`src/rtl/multdiv_sequencer_pkg.sv`:
```
// Shared processor constants for the multiply/divide sequencer.
//   OPC_RTYPE   : opcode field value of register-register instructions
//   ALU_MULT/DIV: ALU op field values that start a multiply or divide
//   ITER_COUNT  : number of radix-2 iterations per operation
//   md_state_t  : sequencer state encoding
package multdiv_sequencer_pkg;

   localparam logic [4:0] OPC_RTYPE  = 5'b00000;
   localparam logic [4:0] ALU_MULT   = 5'b00110;
   localparam logic [4:0] ALU_DIV    = 5'b00111;
   localparam int         ITER_COUNT = 32;
   localparam logic [4:0] LAST_ITER  = 5'(ITER_COUNT - 1);

   typedef enum logic [1:0] {
      ST_IDLE = 2'd0,
      ST_BUSY = 2'd1,
      ST_DONE = 2'd2
   } md_state_t;

   // Magnitude of a two's complement word; 0x80000000 maps to itself,
   // which is the correct unsigned magnitude.
   function automatic logic [31:0] abs32(input logic [31:0] v);
      return v[31] ? (~v + 32'd1) : v;
   endfunction

endpackage

```
`src/rtl/multdiv_iter_core.sv`:
```
// Radix-2 iteration datapath working on unsigned magnitudes.
//   clock, reset : clock and asynchronous active-high reset
//   load         : capture load_a/load_b/load_is_div, clear the partial result
//   step         : perform one shift-add (mult) or restoring-divide (div) step
//   prod_next    : 64-bit {hi, lo} value after the current step (mult product)
//   quot_next    : low word after the current step (div quotient)
// The "next" outputs let the controller capture the finished value on the
// same edge that performs the final step.
module multdiv_iter_core (
   input  logic        clock,
   input  logic        reset,
   input  logic        load,
   input  logic        step,
   input  logic        load_is_div,
   input  logic [31:0] load_a,
   input  logic [31:0] load_b,
   output logic [63:0] prod_next,
   output logic [31:0] quot_next
);

   logic [31:0] hi_q, hi_d;     // partial product high word / remainder
   logic [31:0] lo_q, lo_d;     // multiplier shifting out / dividend->quotient
   logic [31:0] b_q, b_d;       // multiplicand / divisor magnitude
   logic        is_div_q, is_div_d;

   logic [31:0] step_hi, step_lo;
   logic [32:0] sum;
   logic [32:0] shifted;
   logic        rem_geq;
   logic [31:0] rem_sub;

   always_comb begin
      // Multiply: add multiplicand when the multiplier LSB is set, then
      // shift the 65-bit {carry, hi, lo} right by one.
      sum = {1'b0, hi_q} + (lo_q[0] ? {1'b0, b_q} : 33'd0);

      // Divide: shift the next dividend bit into the remainder and try to
      // subtract. When the trial succeeds the true difference is below
      // 2^32, so a 32-bit subtract yields it exactly.
      shifted = {hi_q, lo_q[31]};
      rem_geq = (shifted >= {1'b0, b_q});
      rem_sub = shifted[31:0] - b_q;

      if (is_div_q) begin
         step_hi = rem_geq ? rem_sub : shifted[31:0];
         step_lo = {lo_q[30:0], rem_geq};
      end else begin
         step_hi = sum[32:1];
         step_lo = {sum[0], lo_q[31:1]};
      end

      hi_d     = hi_q;
      lo_d     = lo_q;
      b_d      = b_q;
      is_div_d = is_div_q;
      if (load) begin
         hi_d     = '0;
         lo_d     = load_a;
         b_d      = load_b;
         is_div_d = load_is_div;
      end else if (step) begin
         hi_d = step_hi;
         lo_d = step_lo;
      end
   end

   always_ff @(posedge clock or posedge reset) begin
      if (reset) begin
         hi_q     <= '0;
         lo_q     <= '0;
         b_q      <= '0;
         is_div_q <= 1'b0;
      end else begin
         hi_q     <= hi_d;
         lo_q     <= lo_d;
         b_q      <= b_d;
         is_div_q <= is_div_d;
      end
   end

   assign prod_next = {step_hi, step_lo};
   assign quot_next = step_lo;

endmodule

```
`src/rtl/multdiv_sequencer.sv`:
```
// Multi-cycle signed multiply/divide sequencer for the DX pipeline stage.
//   clock, reset          : clock and asynchronous active-high reset
//   dx_ir_in              : DX instruction (opcode [31:27], rd [26:22], ALU op [6:2])
//   operand_a, operand_b  : signed rs / rt values
//   multdiv_is_running    : high for the 32 iteration cycles (pipeline stall)
//   multdiv_result_ready  : one-cycle pulse when the result is valid
//   multdiv_result        : product low word or truncated quotient
//   multdiv_exception     : overflow or divide-by-zero
//   multdiv_rd            : destination register of the completed operation
// The core iterates on magnitudes; sign and exception handling are applied
// here when the final iteration completes.
module multdiv_sequencer (
   input  logic        clock,
   input  logic        reset,
   input  logic [31:0] dx_ir_in,
   input  logic [31:0] operand_a,
   input  logic [31:0] operand_b,
   output logic        multdiv_is_running,
   output logic        multdiv_result_ready,
   output logic [31:0] multdiv_result,
   output logic        multdiv_exception,
   output logic [4:0]  multdiv_rd
);

   import multdiv_sequencer_pkg::*;

   md_state_t   state_q, state_d;
   logic [4:0]  count_q, count_d;
   logic        is_div_q, is_div_d;
   logic        neg_q, neg_d;           // result sign = sign(a) ^ sign(b)
   logic        div_zero_q, div_zero_d;
   logic        div_ovf_q, div_ovf_d;   // 0x80000000 / -1
   logic [4:0]  rd_q, rd_d;             // rd of the operation in flight
   logic [31:0] result_q, result_d;
   logic        exc_q, exc_d;
   logic [4:0]  out_rd_q, out_rd_d;

   logic        start, start_is_div, accept, busy;
   logic [31:0] mag_a, mag_b;
   logic [63:0] core_prod, prod_signed;
   logic [31:0] core_quot, quot_signed;
   logic        mult_ovf;
   logic        ir_unused;

   assign ir_unused = ^{dx_ir_in[21:7], dx_ir_in[1:0]};

   multdiv_iter_core u_core (
      .clock       (clock),
      .reset       (reset),
      .load        (accept),
      .step        (busy),
      .load_is_div (start_is_div),
      .load_a      (mag_a),
      .load_b      (mag_b),
      .prod_next   (core_prod),
      .quot_next   (core_quot)
   );

   always_comb begin
      start        = (dx_ir_in[31:27] == OPC_RTYPE) &&
                     ((dx_ir_in[6:2] == ALU_MULT) || (dx_ir_in[6:2] == ALU_DIV));
      start_is_div = (dx_ir_in[6:2] == ALU_DIV);
      busy         = (state_q == ST_BUSY);
      accept       = start && !busy;
      mag_a        = abs32(operand_a);
      mag_b        = abs32(operand_b);

      prod_signed  = neg_q ? (64'd0 - core_prod) : core_prod;
      quot_signed  = neg_q ? (32'd0 - core_quot) : core_quot;
      // The product fits in 32 signed bits only if bits 63..31 all agree.
      mult_ovf     = !((&prod_signed[63:31]) || !(|prod_signed[63:31]));

      state_d    = state_q;
      count_d    = count_q;
      is_div_d   = is_div_q;
      neg_d      = neg_q;
      div_zero_d = div_zero_q;
      div_ovf_d  = div_ovf_q;
      rd_d       = rd_q;
      result_d   = result_q;
      exc_d      = exc_q;
      out_rd_d   = out_rd_q;

      case (state_q)
         ST_IDLE, ST_DONE: begin
            state_d = ST_IDLE;
            if (accept) begin
               state_d    = ST_BUSY;
               count_d    = '0;
               is_div_d   = start_is_div;
               neg_d      = operand_a[31] ^ operand_b[31];
               div_zero_d = (operand_b == 32'd0);
               div_ovf_d  = (operand_a == 32'h8000_0000) && (operand_b == 32'hFFFF_FFFF);
               rd_d       = dx_ir_in[26:22];
            end
         end
         ST_BUSY: begin
            count_d = count_q + 5'd1;
            if (count_q == LAST_ITER) begin
               state_d  = ST_DONE;
               out_rd_d = rd_q;
               if (!is_div_q) begin
                  result_d = prod_signed[31:0];
                  exc_d    = mult_ovf;
               end else if (div_zero_q) begin
                  result_d = 32'd0;
                  exc_d    = 1'b1;
               end else if (div_ovf_q) begin
                  result_d = 32'h8000_0000;
                  exc_d    = 1'b1;
               end else begin
                  result_d = quot_signed;
                  exc_d    = 1'b0;
               end
            end
         end
         default: state_d = ST_IDLE;
      endcase
   end

   always_ff @(posedge clock or posedge reset) begin
      if (reset) begin
         state_q    <= ST_IDLE;
         count_q    <= '0;
         is_div_q   <= 1'b0;
         neg_q      <= 1'b0;
         div_zero_q <= 1'b0;
         div_ovf_q  <= 1'b0;
         rd_q       <= '0;
         result_q   <= '0;
         exc_q      <= 1'b0;
         out_rd_q   <= '0;
      end else begin
         state_q    <= state_d;
         count_q    <= count_d;
         is_div_q   <= is_div_d;
         neg_q      <= neg_d;
         div_zero_q <= div_zero_d;
         div_ovf_q  <= div_ovf_d;
         rd_q       <= rd_d;
         result_q   <= result_d;
         exc_q      <= exc_d;
         out_rd_q   <= out_rd_d;
      end
   end

   assign multdiv_is_running   = (state_q == ST_BUSY);
   assign multdiv_result_ready = (state_q == ST_DONE);
   assign multdiv_result       = result_q;
   assign multdiv_exception    = exc_q;
   assign multdiv_rd           = out_rd_q;

endmodule

```
`config.mk`:
```
export PLATFORM = sky130hd
export DESIGN_NAME = multdiv_sequencer
export DESIGN_NICKNAME = d
export VERILOG_FILES = /design/src/rtl/multdiv_sequencer_pkg.sv /design/src/rtl/multdiv_iter_core.sv /design/src/rtl/multdiv_sequencer.sv
export SDC_FILE = /design/constraint.sdc
export NUM_CORES = 1
export LEC_CHECK = 0
export BUFFER_PORTS_ARGS = -buffer_cell sky130_fd_sc_hd__buf_2
export CORE_MARGIN = 5
export CORE_UTILIZATION = 51
export CTS_BUF_LIST = sky130_fd_sc_hd__clkbuf_16
export CTS_CLUSTER_DIAMETER = 30
export DETAILED_ROUTE_END_ITERATION = 10
export HOLD_SLACK_MARGIN = 0.12
export PLACE_DENSITY = 0.75
export REMOVE_ABC_BUFFERS = 1
export SLEW_MARGIN = 20
export SYNTH_ARGS = -nofsm -noshare
export SYNTH_HDL_FRONTEND = slang
export SYNTH_HIERARCHICAL = 1
export SYNTH_SLANG_ARGS = --single-unit
```
`constraint.sdc`:
```
create_clock -name clock -period 5.95 [get_ports clock]
set_clock_uncertainty 0.2 [all_clocks]
set_input_delay 0.595 -clock clock [delete_from_list [all_inputs] [get_ports clock]]
set_output_delay 0.595 -clock clock [all_outputs]
set_load 0.005 [all_outputs]
```
==> results of run 1 <==
layout make-up:
| cell class | instances | area (sq um) |
|---|---|---|
| Multi-Input combinational cell | 1546 | 11000 |
| Fill cell | 2644 | 11600 |
| Inverter | 71 | 269 |
| Clock buffer | 17 | 425 |
| Clock inverter | 15 | 164 |
| Sequential cell | 151 | 3780 |
| Timing Repair Buffer | 304 | 2030 |
| Tap cell | 390 | 488 |
stage by stage:
step                      instance area [sq um]  utilization (%)
after CTS                                 17800             60.0
after global placement                    17100             57.4
final                                     18200             61.1
after floorplan                           14600                -
after detailed placement                  17100             57.4
after global routing                      18200             61.1
cell usage in the layout (no fill, tap or decap), types with 8 or more instances in the layout:
master       n
xor2_1      87
mux2i_1     49
o21bai_1    10
nor3b_1     14
a21o_1      32
inv_1       65
buf_4      178
xnor2_1    108
o211ai_1    12
o41ai_1     22
and3_1      10
and2_1      38
o21a_1      50
a31oi_1     28
nor2_1     102
a21oi_1     73
dfrtp_1    148
o221ai_1    32
or3_1       19
nor3_1      24
or2_2        8
o21ai_0    150
nor2b_1      9
buf_2      120
nand4_1     29
mux2_2      35
clkbuf_16   17
or4_4        9
o31ai_1     41
nand2b_1    18
nand3_1     34
nand2_1    235
o21ai_1     13
nor4_1      15
or4_1       19
ha_1        64
logic make-up after synthesis:
| group | count (synthesis) | share of synthesized area (%) |
|---|---|---|
| AOI/OAI and AO/OA | 552 | 24.5 |
| xor gates and xnor gates | 195 | 11.1 |
| adders and majority gates | 73 | 6.04 |
| buffers and inverters | 217 | 6.46 |
| DFF | 151 | 24.6 |
| muxes | 84 | 5.75 |
| and+or+nand+nor | 642 | 21.6 |
worst reg2reg max path: cells and delay by family (launching register included):
kind,cells,cell delay (ns)
flops,1,0.45
fa+ha+maj,1,0.30
compound gates,5,1.33
simple gates,9,2.69
xor+xnor,2,0.28
buf+inv,3,0.42
final timing paths:
path	start	to	slack, ns	cells after the start
max	u_core/lo_q[0]	multdiv_exception	0.13	20
min	dx_ir_in[22]	rd_q[0]	0.15	3
max reg2reg	u_core/lo_q[0]	multdiv_exception	0.13	20
min reg2reg	rd_q[1]	multdiv_rd[1]	0.27	2
max in group asynchronous	reset	u_core/b_q[11]	3.72	4
min in group asynchronous	reset	u_core/is_div_q	0.57	3
flip-flops by register name, indices dropped and copies added (netlist names), 2 cells and up:
register,cells
rd_q,5
u_core/hi_q,32
multdiv_rd,5
u_core/lo_q,32
multdiv_result,32
state_q,2
count_q,5
u_core/b_q,32
layer usage:
metal	track usage, %	part of all wire (%)	vias up
met5	0	0	-
met4	8.34	2.8	0
met3	4.08	5.3	85
met2	45.5	48	480
met1	37.7	44	7276
li1	-	-	7292
power breakdown:
group	internal (mW)	switching (mW)
sequential	1.24	0.211
clock	0.596	0.511
combinational	2.89	3.49
repair_timing:
action / in CTS / in global routing
pin swaps: 12 / 30
endpoints found under the hold margin: 39 / 0
resized for setup: 30 / 50
endpoints found under the setup margin: 1 / 1
setup buffers: 1 / 8
hold buffers: 1 / 0
==> impl_metrics.tcl, run 1 <==
set metrics [dict create \
    core-area_sq_mm 0.0297 \
    crit_required_ns 6.06 \
    yosysUniqueCellTypes 100 \
    final_cells 2494 \
    status "completed" \
    hp-class "input pin to flop" \
    cts-root-buf "clkbuf_16" \
    synth_top_cell_by_area "dfrtp_1" \
    cellLeakagePower_nw 7.81 \
    cts.clk_slew.worst_paths_ns 0.07 \
    drv_slew 0 \
    viasPerCell 6.07 \
    drt_pass1_iterations 5 \
    synth_ff_type "dfrtp_1" \
    vdd_ir_drop_max_v 0.000282 \
    cts_tree "built" \
    drc 0 \
    clock_latency_ns 0.45 \
    yosysMostFrequentCell "nand2_1" \
    synth_edf_count 0 \
    routedWlPerCell_um 19.1 \
    fin_nets 2262 \
    setup_ws_ns 0.132 \
    crit_slowest_cell "or4_4" \
    globalRouteOverflowTotal 0 \
    fp-row-count 63 \
    min_period_ns 5.82 \
    slowest_delay_ns 0.60 \
    ys_ff_latch 151 \
    crit_path_start_kind "flop" \
    crit_chain "buf_6 -> buf_12 -> and2_1 -> ha_1 -> buf_4 -> o21ai_0 -> nor4b_4 -> or3b_2 -> xor2_1 -> nor2_1 -> a31oi_1 -> or4_4 -> or4_4 -> nor2_1 -> nand3_2 -> o41ai_2 -> xor2_1 -> or3_1 -> o41ai_2 -> a21oi_1" \
    tightest_slew_ns 1.08 \
    numCtsBuffers 17 \
    io_buffer_count 120 \
    grt_setup_unrepaired "true" \
    finalSetupViolations 0 \
    grt_max_degree 93 \
    drive_gt1_share_pct 23.3 \
    die_height_um 184 \
    drtIter0Drc 1260 \
    fmax_mhz 172 \
    cp_max_fo 15 \
    synth_area_sq_mm 0.0154 \
    dp_cells 2452 \
    finalHoldViolCount 0 \
    antenna_found_initial 0 \
    worstSetupPathType "flop to flop" \
    yosysTopAreaCellShare_pct 24.6 \
    max_slew_margin_pct 27.4 \
    die_x_um 184 \
    die_area_sq_mm 0.0337 \
    vias 15133 \
    h-tree-depth 4 \
    num_io_pins 138 \
    synth_commonest_cells "nand2_1, o21ai_0, dfrtp_1" \
    grt_pass1_wl_mm 76.4 \
    routabilityCongestion 0.958 \
    total_power_mw 8.94 \
    cp_num_buf_inv 3 \
    yosysWarnings 6 \
    async_reset_ff_share_pct 100 \
    num_antenna_cells 0 \
    tns_ns 0 \
    endpoint_kind "flop" \
    hpwl_mm 36.0 \
    pre_cts_ws_ns -0.500 \
    cts_buffer_depth 2 \
    crit_family "simple AND/OR/NAND/NOR gates" \
    synth.area.top_cells "dfrtp_1, xnor2_1, ha_1" \
    finalCritPeriodShare_pct 97.8 \
    drv_cap 0 \
    syn_inst 1914 \
    start_util_pct 51.7 \
    worst_ep_arrival_time_ns 5.93 \
    ant_nets 0 \
    grt_usage_pct 27.6 \
    syn_avg_cell_area_sq_um 8.03 \
    grt_pass1_vias 14473 \
    fin_hold_ws_ns 0.146 \
    power_density_mw_per_mm2 493 \
    seq_area_frac_synth_pct 24.6 \
    area_growth_pct 18.1 \
    wirelength_mm 47.5 \
    cts_sinks 151 \
]
Power figures use the tool's default switching activity.
==> inputs of run 2 (changes only) <==
--- a/config.mk
+++ b/config.mk
@@ -14,6 +14,8 @@
 export HOLD_SLACK_MARGIN = 0.12
 export PLACE_DENSITY = 0.75
 export REMOVE_ABC_BUFFERS = 1
+export SETUP_SLACK_MARGIN = 0.15
+export SKIP_CTS_REPAIR_TIMING = 1
 export SLEW_MARGIN = 20
 export SYNTH_ARGS = -nofsm -noshare
 export SYNTH_HDL_FRONTEND = slang
==> run 2 against run 1 <==
Against the previous run:
- critical path depth grew 5
- flip-flop and latch count is the same
- power grew 1.5%
- design area rose by 0.68%
- final cell count increased by 0.24%
- non-clock buffer count rose by 4
- critical path type unchanged
- critical endpoint unchanged
- largest cell class unchanged
- largest power group unchanged
==> impl_metrics.tcl, run 2 (synthesis gave the netlist of run 1 again) <==
set metrics [dict create \
    status "completed" \
    final_cells 2500 \
    h-tree-depth 4 \
    multiInputGateArea_sq_mm 0.0111 \
    vias 15285 \
    hp-start "dx_ir_in[22]" \
    grt_usage_pct 27.5 \
    antenna_found_initial 0 \
    fin_hold_ws_ns 0.144 \
    crit_path_start "u_core/lo_q[0]" \
    dp_cells 2452 \
    regArea_sq_mm 0.00378 \
    die_x_um 184 \
    fmax_mhz 169 \
    drc 0 \
    grt_max_degree 93 \
    cts-root-buf "clkbuf_16" \
    die_area_sq_mm 0.0337 \
    hpwl_mm 36.0 \
    crit_path_start_kind "flop" \
    start_util_pct 51.7 \
    num_io_pins 138 \
    die_height_um 184 \
    tns_ns 0 \
    fill_cells 2633 \
    finalCritPeriodShare_pct 99.3 \
    worstSetupPathType "flop to flop" \
    area_growth_pct 18.9 \
    fp-row-count 63 \
    numCtsBuffers 17 \
    worst_ep_arrival_time_ns 6.02 \
    routabilityCongestion 0.958 \
    placed_cell_area_sq_mm 0.0171 \
    finalSetupViolations 0 \
    crit_required_ns 6.06 \
    cellLeakagePower_nw 7.82 \
    vdd_ir_drop_max_v 0.000285 \
    cts_sinks 151 \
    min_period_ns 5.91 \
    cts_tree "built" \
    endpoint_kind "flop" \
    core-area_sq_mm 0.0297 \
    tightest_slew_ns 1.00 \
    final_common_cell "nand2_1" \
    cts_buffer_depth 2 \
    rr_startpoint "u_core/lo_q[0]" \
    finalHoldViolCount 0 \
    routedWlPerCell_um 19.2 \
    drive_gt1_share_pct 24.1 \
    max_slew_margin_pct 32.5 \
    drtIter0Drc 1419 \
    final_cell_mix "nand2_1, buf_4, o21ai_0" \
    grt_pass1_wl_mm 76.1 \
    wirelength_mm 48.1 \
    pre_cts_ws_ns -0.500 \
    power_density_mw_per_mm2 497 \
    fin_nets 2267 \
    ant_nets 0 \
    setup_ws_ns 0.0429 \
    fin_area_sq_mm 0.0183 \
    clock_latency_ns 0.45 \
    total_power_mw 9.07 \
    drt_pass1_iterations 8 \
    grt_pass1_vias 14441 \
    drv_cap 0 \
    hp-class "input pin to flop" \
    globalRouteOverflowTotal 0 \
    cts.clk_slew.worst_paths_ns 0.07 \
    io_buffer_count 120 \
    viasPerCell 6.11 \
    drv_slew 0 \
    grt_setup_unrepaired "true" \
    finalCoreUtilization_pct 61.5 \
    cp_max_fo 15 \
]
[run 2: path summary, 6_finish.rpt]
path	to	slack, ns	cells past startpoint
min reg2reg	multdiv_rd[1]	0.27	2
max in group asynchronous	u_core/hi_q[2]	3.65	4
min	rd_q[0]	0.14	3
min in group asynchronous	u_core/is_div_q	0.58	3
max	multdiv_exception	0.04	25
max reg2reg	multdiv_exception	0.04	25
[run 2: critical path, stage by stage (launching register included)]
cell and delay (ns):
dfrtp_2 0.45, buf_4 0.15, buf_6 0.14, buf_8 0.15
and2_4 0.16, ha_4 0.20, a21o_1 0.17, a211o_1 0.29
a211oi_2 0.24, a211oi_2 0.10, buf_4 0.16, and2_4 0.14
a311oi_2 0.27, xnor2_1 0.11, nor2_1 0.19, nor2_2 0.07
or4_4 0.57, or2_4 0.25, or4_4 0.44, o41ai_4 0.30
xor2_1 0.22, o211ai_1 0.14, a2111oi_2 0.27, nand4_1 0.16
o41ai_2 0.09, a21oi_1 0.11
[run 2: cell type report]
| type | instances | area share (%) |
|---|---|---|
| multi-input combinational | 1547 | 60.7 |
| sequential | 151 | 20.7 |
| timing repair buffer | 308 | 11.2 |
| tap | 390 | 2.67 |
| clock buffer | 17 | 2.33 |
| inverter | 71 | 1.47 |
| clock inverter | 15 | 0.897 |
| antenna | 1 | 0.0137 |
[run 2: per-layer routing]
metal  GRT usage [%]  routed length [um]
met1            37.7               21300
met3            3.96                2600
met2            45.3               22800
met4            8.34                1410
met5               0                   0
[run 2: report_power, final]
group	internal (mW)	total [mW]	switching (mW)	leakage [nW]
Sequential	1.24	1.45	0.210	1.73
Combinational	2.96	6.52	3.56	5.79
Clock	0.596	1.11	0.512	0.287
Total	4.79	9.07	4.28	7.82
